### config.mk
export PLATFORM = sky130hd
export DESIGN_NAME = writeback_scheduler
export DESIGN_NICKNAME = d
export VERILOG_FILES = /design/src/rtl/wb_pkg.sv /design/src/rtl/wb_age_counter.sv /design/src/rtl/writeback_scheduler.sv
export SDC_FILE = /design/constraint.sdc
export NUM_CORES = 1
export LEC_CHECK = 0
export BUFFER_PORTS_ARGS = -buffer_cell sky130_fd_sc_hd__buf_4
export CAP_MARGIN = 10
export CORE_MARGIN = 3
export CORE_UTILIZATION = 40
export DETAILED_ROUTE_END_ITERATION = 16
export GPL_TIMING_DRIVEN = 0
export SYNTH_ARGS = -nofsm -noshare
export SYNTH_HDL_FRONTEND = slang
export SYNTH_SLANG_ARGS = --single-unit
export TNS_END_PERCENT = 20
### constraint.sdc
create_clock -name clk -period 3.3 [get_ports clk]
set_clock_uncertainty 0.05 [all_clocks]
set_input_delay 0.165 -clock clk [delete_from_list [all_inputs] [get_ports clk]]
set_output_delay 0.165 -clock clk [all_outputs]
set_load 0.02 [all_outputs]
### src/rtl/wb_pkg.sv
// Shared encodings for the writeback scheduler: result-mux selects, requester
// indices, FSM states and the age-counter width.
package wb_pkg;

  localparam logic [1:0] RESULT_ALU = 2'b00;
  localparam logic [1:0] RESULT_MEM = 2'b01;
  localparam logic [1:0] RESULT_PC4 = 2'b10;

  localparam int AGE_W = 4;

  // Enum values double as bit positions in the per-requester vectors.
  typedef enum logic [1:0] {REQ_LD = 2'd0, REQ_ALU = 2'd1, REQ_LNK = 2'd2} req_e;

  typedef enum logic {NORMAL = 1'b0, AGED = 1'b1} state_e;

  // One-hot of the lowest set bit, which gives ld > alu > lnk ordering.
  function automatic logic [2:0] first_one(input logic [2:0] v);
    logic [2:0] r;
    r = 3'b000;
    if (v[0])      r = 3'b001;
    else if (v[1]) r = 3'b010;
    else if (v[2]) r = 3'b100;
    return r;
  endfunction

endpackage

### src/rtl/wb_age_counter.sv
// Saturating starvation counter for one requester: counts lost cycles and
// flags both the current and the next value reaching the limit.
module wb_age_counter
  import wb_pkg::*;
#(
  parameter int MAX = 4
) (
  input  logic clk,
  input  logic reset,
  input  logic inc_i,
  input  logic clr_i,
  output logic at_max_o,
  output logic next_at_max_o
);

  localparam logic [AGE_W-1:0] MAX_C = AGE_W'(MAX);

  logic [AGE_W-1:0] cnt_q, cnt_d;

  always_comb begin
    // NOTE: default assignment first so every path drives cnt_d and no latch is inferred.
    cnt_d = cnt_q;
    if (clr_i)
      cnt_d = '0;
    else if (inc_i && cnt_q != MAX_C)
      cnt_d = cnt_q + AGE_W'(1);
  end

  // NOTE: state registers use non-blocking assignments so all flops update together.
  always_ff @(posedge clk or posedge reset) begin
    if (reset) cnt_q <= '0;
    else       cnt_q <= cnt_d;
  end

  assign at_max_o      = (cnt_q == MAX_C);
  assign next_at_max_o = (cnt_d == MAX_C);

endmodule

### src/rtl/writeback_scheduler.sv
// Arbitrates the single register-file write port between load return, ALU and
// link producers: loads first, ALU/link round-robin, starvation aging on top.
module writeback_scheduler
  import wb_pkg::*;
#(
  parameter int STARVE_MAX = 4,
  parameter int RD_W       = 5
) (
  input  logic            clk,
  input  logic            reset,
  input  logic            alu_valid,
  input  logic [RD_W-1:0] alu_rd,
  output logic            alu_ready,
  input  logic            ld_valid,
  input  logic [RD_W-1:0] ld_rd,
  output logic            ld_ready,
  input  logic            lnk_valid,
  input  logic [RD_W-1:0] lnk_rd,
  output logic            lnk_ready,
  input  logic            flush,
  output logic [1:0]      ResultSrc,
  output logic            RegWrite,
  output logic [RD_W-1:0] Rd,
  output logic            aged_grant
);

  state_e     state_q, state_d;
  req_e       rr_q, rr_d;
  logic [2:0] valid, elig, cand, grant, at_max, next_at_max, flush_clr;

  assign valid     = {lnk_valid, alu_valid, ld_valid};
  assign flush_clr = {flush, flush, 1'b0};
  assign elig      = valid & ~flush_clr;
  assign cand      = elig & at_max;

  always_comb begin
    grant      = '0;
    aged_grant = 1'b0;
    if (!reset) begin
      if (state_q == AGED && |cand) begin
        aged_grant = 1'b1;
        grant      = first_one(cand);
      end else if (elig[REQ_LD]) begin
        grant[REQ_LD] = 1'b1;
      end else if (elig[REQ_ALU] && elig[REQ_LNK]) begin
        grant[rr_q] = 1'b1;
      end else begin
        grant = elig;
      end
    end
  end

  always_comb begin
    rr_d = rr_q;
    if (grant[REQ_ALU])      rr_d = REQ_LNK;
    else if (grant[REQ_LNK]) rr_d = REQ_ALU;

    // An aged event lasts exactly one cycle so a load is held off at most once per event.
    state_d = NORMAL;
    if (state_q == NORMAL && |next_at_max) state_d = AGED;
  end

  always_ff @(posedge clk or posedge reset) begin
    if (reset) begin
      state_q <= NORMAL;
      rr_q    <= REQ_ALU;
    end else begin
      state_q <= state_d;
      rr_q    <= rr_d;
    end
  end

  for (genvar i = 0; i < 3; i++) begin : g_age
    wb_age_counter #(.MAX(STARVE_MAX)) u_age (
      .clk           (clk),
      .reset         (reset),
      .inc_i         (valid[i] & ~grant[i]),
      .clr_i         (~valid[i] | grant[i] | flush_clr[i]),
      .at_max_o      (at_max[i]),
      .next_at_max_o (next_at_max[i])
    );
  end

  always_comb begin
    ResultSrc = RESULT_ALU;
    Rd        = '0;
    if (grant[REQ_LD]) begin
      ResultSrc = RESULT_MEM;
      Rd        = ld_rd;
    end else if (grant[REQ_ALU]) begin
      ResultSrc = RESULT_ALU;
      Rd        = alu_rd;
    end else if (grant[REQ_LNK]) begin
      ResultSrc = RESULT_PC4;
      Rd        = lnk_rd;
    end
  end

  // Writes to x0 are still consumed (ready high) but never reach the register file.
  assign RegWrite  = |grant && (Rd != '0);
  assign ld_ready  = grant[REQ_LD];
  assign alu_ready = grant[REQ_ALU];
  assign lnk_ready = grant[REQ_LNK];

endmodule

==> results of run 1 <==
==> power breakdown <==
group          internal (mW)  switching, mW  leakage (nW)
Clock                 0.0468         0.0555        0.0150
Combinational         0.0610         0.0633         0.486
Sequential             0.199         0.0150         0.201
Total                  0.306          0.134         0.702
==> kinds of logic after synthesis <==
| logic type | count (synthesis) | synth area share |
|---|---|---|
| mux | 2 | 0.01677 |
| flops | 15 | 0.3155 |
| buf+inv | 17 | 0.05660 |
| simple gates | 63 | 0.3019 |
| compound gates | 34 | 0.2170 |
| xor+xnor | 4 | 0.02935 |
| fa+ha+maj | 6 | 0.06289 |
==> critical path, stage by stage (launching register included) <==
cell and delay (ns):
dfrtp_1 0.43, inv_1 0.13, ha_1 0.25, nand3b_4 0.11, or2_4 0.30, a21oi_4 0.19, o22ai_2 0.17, a222oi_1 0.37
nand4_1 0.15, buf_4 0.19
==> synthesized netlist by cell type, types with 3 or more instances <==
cell / n
nor2_1: 16
inv_1: 15
dfrtp_1: 14
a21oi_1: 8
nand2_1: 7
nand3_1: 7
ha_1: 6
nand2b_1: 6
a222oi_1: 5
nor3_1: 5
xnor2_1: 4
nand4_1: 3
o21ai_0: 3
or2_2: 3
==> layer usage <==
metal	track usage	up-vias
met5	0	-
met2	0.2580	11
li1	-	588
met4	0.03715	0
met3	0.03830	2
met1	0.2369	550
==> sequential cells by signal, indices dropped and copies added (netlist names) <==
signal and count:
g_age.u_age.cnt_q 12, state_q 1, rr_q 2
==> stage by stage <==
stage	cell area, um2	power (mW)	std cells
after floorplan	1194	0.2886	141
after global placement	1473	0.3384	204
after detailed placement	1473	0.3411	204
after CTS	1509	0.4506	209
after global routing	1509	0.4706	209
final	1509	0.4402	209
==> area by class of cell <==
type | instances | area, um2 | area share
buffer | 1 | 7.507 | 0.004975
clock buffer | 4 | 26.28 | 0.01741
inverter | 16 | 60.06 | 0.03980
multi-input combinational | 109 | 749.5 | 0.4967
sequential | 15 | 376.6 | 0.2496
tap | 31 | 38.79 | 0.02570
timing repair buffer | 33 | 250.2 | 0.1658
==> how the worst max path moves through the flow <==
stage	from	end	cells past startpoint
finish	g_age[2].u_age.cnt_q[0]	RegWrite	9
global route	g_age[2].u_age.cnt_q[0]	RegWrite	9
CTS	g_age[2].u_age.cnt_q[0]	RegWrite	9
detailed placement	g_age[2].u_age.cnt_q[0]	RegWrite	9
global placement	g_age[2].u_age.cnt_q[0]	RegWrite	9
floorplan	g_age[2].u_age.cnt_q[0]	RegWrite	8
==> out/results.txt, run 1 <==
Mapped Nets = 168
Final worst slack = 0.5203 ns
Inserted Diodes = 0
Initial drt markers = 102
Layout area overhead = 26.42%
Post-CTS Setup Bufs = 0
Post-cts sizing count = 0
Worst path arrival time = 2.56 ns
Number of buffers added on ports = 32
FF+latch count, synth = 15
Die height = 60.63 um
Initial Util = 0.4255
Worst slew pin tran = 0.6643 ns
Met2 routed WL = 1.374 mm
Share of cells above drive strength 1 = 0.2865
Terminus of the critical flop-to-flop path = state_q
# rows = 19
CTS tree = built
Worst-Skew Late Latency = 0.27 ns
Hold EP = g_age[2].u_age.cnt_q[1]
Hold WS = 0.1249 ns
Syn Area/Cell = 8.466 um2
Clk root buf = clkbuf_4
I/O pins = 33
Commonest non-fill, non-tap cell in the layout = buf_4
Setup-failing EPs final = 0
Max transition margin = 0.5567
Syn Inst Count = 141
Period utilization = 0.8423
Area contributors post-synth = dfrtp_1, ha_1, nor2_1, inv_1, a222oi_1
Fin. Hold Viols = 0
Post-Syn Area = 1194 um2
HPWL after detailed placement = 2.286 mm
M1 WL = 1.371 mm
Layout filler cell count = 262
Sum of negative setup slack = 0 ns
Final worst path period need = 2.780 ns
Vias in the first global route = 1,026
VDD IR max = 0.2313 mV
CP Capture Type = output port
Run status = completed
Routed wire length per instance = 13.56 um
GRT overflow = 0
Util after Layout = 0.5379
Routed vias/inst = 5.507
Ys Warns = 0
Largest net degree at the start of global routing = 18
Reg2reg path depth = 9
Final Max Tran Viols = 0
Max cap viols = 0
Setup CP Type = reg2out
Synth cell types = 46
Startpoint of the worst hold path = lnk_valid
Drt first pass iters = 5
Most frequent cells in the layout = buf_4, nor2_1, inv_1
Clock Path Buffers = 2
Number of synthesized flops with an enable pin = 0
Most used flip-flop cell after synthesis = dfrtp_1
RSZ-0062 raised after global routing = no
Sequential share of the synthesized area = 0.3155
Fmax = 0.3597 GHz
Startpoint Class = register
First-pass GRT wire length = 4.685 mm
CORE AREA = 2805 um2
H-tree levels = 1
Pre-CTS WS = 0.8149 ns
CTS Hold Bufs = 1
Die Wd = 60.63 um
Clk sink count = 15
Top-area cell type share of the netlist area = 0.2935
DR WL met3 = 66 um
Clock transition at the registers of the reported paths = 0.08 ns
Final wirelength = 2.835 mm
Leakage = 0.7021 nW
Vias = 1,151
R2R Setup Slk = 1.08 ns
Post-route ant nets = 0
Critical path fanouts, max = 7
RR Startpoint = g_age[0].u_age.cnt_q[0]
Worst Hold Path Cells = 3
Initial antenna violation count = 0
Final #Nets = 206
Remaining DRCs = 0
RD Place Congestion = 0.7741
GRT Util Overall = 0.1665
Cell taking the most area after synthesis = dfrtp_1
Power Dens Cells = 291.7 nW/um2
CP required = 3.08 ns
Fraction of registers with async set/reset = 1.000
HP Class = in2reg
Die area = 3675 um2
CTS buffer count = 3
Top routing layer used = met4
Power figures use the tool's default switching activity.
==> run 2, diff against run 1 <==
ABC_AREA = 1   (was unset)
clock period = 2.64 ns   (was 3.3 ns; I/O delays follow)
==> run 2 against run 1 <==
Count of clock-buffer cells in the layout decreased by 1. Die area is 3.0% higher. Worst hold slack worse by 0.014 ns. Critical endpoint unchanged. Sequential cell count is the same. First-iteration DRC count fell by 89%.
==> out/results.txt, run 2 <==
RSZ-0062 raised after global routing = no
HPWL after detailed placement = 2.263 mm (-1.0%)
Mapped Nets = 200 (+19%)
Fin. Hold Viols = 0 (unchanged)
Vias in the first global route = 1,048 (+2.1%)
Final wirelength = 2.804 mm (-1.1%)
Terminus of the critical flop-to-flop path = state_q
Final worst path period need = 2.359 ns
Sum of negative setup slack = 0 ns (unchanged)
Worst-Skew Late Latency = 0.28 ns (about the same)
Remaining DRCs = 0 (unchanged)
Run status = completed
Synth cell types = 24 (-48%)
Fmax = 0.4239 GHz
Clk sink count = 15 (unchanged)
Startpoint of the worst hold path = ld_valid
Startpoint Class = register
Setup CP Type = reg2out
Syn Inst Count = 173 (+23%)
Largest register by flop count = g_age.u_age.cnt_q
Post-route ant nets = 0 (unchanged)
Final Max Tran Viols = 0 (unchanged)
Syn Area/Cell = 7.131 um2 (-16%)
Inserted Diodes = 0 (unchanged)
Die height = 61.54 um (+1.5%)
CTS tree = built
Routed vias/inst = 4.921 (-11%)
Fraction of registers with async set/reset = 1.000 (unchanged)
Count leader, synth = nand2_1
HP Class = in2reg
Reg2reg path depth = 12 (+3)
RD Place Congestion = 0.8331 (+7.6%)
Setup-failing EPs final = 0 (unchanged)
Drt first pass iters = 4 (-1)
Max FFs per register = 12 (unchanged)
Routed wire length per instance = 11.59 um (-15%)
GRT overflow = 0 (unchanged)
Max cap viols = 0 (unchanged)
RR Startpoint = g_age[2].u_age.cnt_q[0]
Clock Path Buffers = 2 (unchanged)
VDD IR max = 0.2836 mV (+23%)
FF+latch count, synth = 15 (unchanged)
Top cells by count, synth = nand2_1, inv_1, nand3_1, nor2_1, dfrtp_1
Power Dens Cells = 370.4 nW/um2 (+27%)
Cell taking the most area after synthesis = dfrtp_1
Vias = 1,191 (+3.5%)
CORE AREA = 2853 um2 (+1.7%)
Layout area overhead = 26.57%
I/O pins = 33 (unchanged)
Period utilization = 0.8936
Largest net degree at the start of global routing = 19 (+1)
Leakage = 0.8948 nW (+27%)
Worst slew pin tran = 0.4457 ns (-0.2185 ns)
Critical path fanouts, max = 8 (+1)
Max transition margin = 0.7022 (+0.1456)
Post-Syn Area = 1234 um2 (+3.4%)
Final #Nets = 239 (+16%)
Fin area = 1562 um2 (+3.5%)
CP required = 2.46 ns (-0.62 ns)
Sequential share of the synthesized area = 0.3053 (-0.01024)
Multi-input logic area = 710.7 um2 (-5.2%)
GRT Util Overall = 0.1548 (-0.01175)
Commonest non-fill, non-tap cell in the layout = nand2_1
R2R Setup Slk = 0.68 ns (-0.40 ns)
Layout filler cell count = 289 (+10%)
Number of synthesized flops with an enable pin = 0 (unchanged)
Die Wd = 61.54 um (+1.5%)
Top-area cell type share of the netlist area = 0.2840 (-0.009525)
Register Area = 376.6 um2 (unchanged)
Most frequent cells in the layout = nand2_1, buf_4, inv_1
Number of buffers added on ports = 32 (unchanged)
CTS buffer count = 3 (unchanged)
Worst path arrival time = 2.18 ns (-0.38 ns)
Ys Warns = 0 (unchanged)
First-pass GRT wire length = 4.353 mm (-7.1%)
Clk root buf = clkbuf_4
Initial antenna violation count = 0 (unchanged)
# rows = 19 (unchanged)
Placed instance area = 1513 um2 (+2.7%)
H-tree levels = 1 (unchanged)
Initial Util = 0.4325 (+0.006943)
CP Capture Type = output port
Biggest regs = g_age.u_age.cnt_q: 12 flops, rr_q: 2 flops, state_q: 1 flops
Area contributors post-synth = dfrtp_1, nand2_1, inv_1, nand3_1, ha_1
Share of cells above drive strength 1 = 0.2938 (+0.007322)
Initial drt markers = 11 (-89%)
Die area = 3787 um2 (+3.0%)
Clock transition at the registers of the reported paths = 0.10 ns (+0.02 ns)
Worst Hold Path Cells = 3 (unchanged)
Hold EP = g_age[0].u_age.cnt_q[3]
Most used flip-flop cell after synthesis = dfrtp_1
run 2: how the worst max path moves through the flow:
stage                                  startpoint  slack, ns  endpoint
final                     g_age[0].u_age.cnt_q[0]       0.28  RegWrite
after global routing      g_age[1].u_age.cnt_q[0]       0.03  RegWrite
after CTS                                   reset       0.04  RegWrite
after detailed placement  g_age[0].u_age.cnt_q[0]       0.55  RegWrite
after global placement    g_age[0].u_age.cnt_q[0]       0.60  RegWrite
after floorplan           g_age[1].u_age.cnt_q[0]       0.58  RegWrite
run 2: what timing repair did:
action                     CTS  global route
buffers inserted             0             1
hold buffers                 1             0
hold endpoints to repair    14             0
setup endpoints to repair    0             2
resized for setup            0             1
run 2: routing by layer:
layer	up-vias	global-route usage	part of all wire
li1	616	-	-
met1	542	0.1923	0.46
met2	31	0.2676	0.47
met3	2	0.02725	0.064
met4	0	0.05455	0.0068
met5	-	0	0
run 2: area by class of cell:
type	count	area share
buffer	1	0.004808
clock buffer	3	0.01442
clock inverter	1	0.003205
inverter	37	0.09135
multi-input combinational	120	0.4551
sequential	15	0.2412
tap	31	0.02484
timing repair buffer	34	0.1651
run 2: kinds of logic after synthesis:
kind of cell | after synthesis | share of synthesized area
adders and majority gates | 6 | 0.06085
and+or+nand+nor | 93 | 0.4006
buffers and inverters | 38 | 0.1187
DFF | 15 | 0.3053
AOI/OAI and AO/OA | 13 | 0.05780
xor gates and xnor gates | 8 | 0.05679
run 2: power by group:
part / switching [mW] / leakage (nW) / internal [mW]
logic: 0.102 / 0.677 / 0.0757
clock network: 0.0778 / 0.0177 / 0.0562
registers: 0.0165 / 0.200 / 0.251
run 2: per-stage QoR:
step | power (mW) | setup WS (ns) | hold WS (ns) | cells | util
3_5_place_dp | 0.4461 | 0.5528 | 0.2860 | 236 | 0.5303
4_1_cts | 0.5836 | 0.04211 | 0.1077 | 241 | 0.5434
2_1_floorplan | 0.3802 | 0.5841 | 0.06226 | 173 | -
3_3_place_gp | 0.4426 | 0.5993 | 0.2839 | 236 | 0.5303
5_1_grt | 0.6173 | 0.02927 | 0.1219 | 242 | 0.5474
6_report | 0.5784 | 0.2808 | 0.1105 | 242 | 0.5474
run 2: worst max-delay path, stage by stage (launching register included):
cell	delay (ns)
dfrtp_1	0.42
inv_1	0.07
ha_1	0.24
nand4_2	0.14
nand3_1	0.12
nand3_1	0.10
nand2_2	0.08
nor2_4	0.20
inv_1	0.08
o21ai_1	0.17
nand3_1	0.10
buf_4	0.17
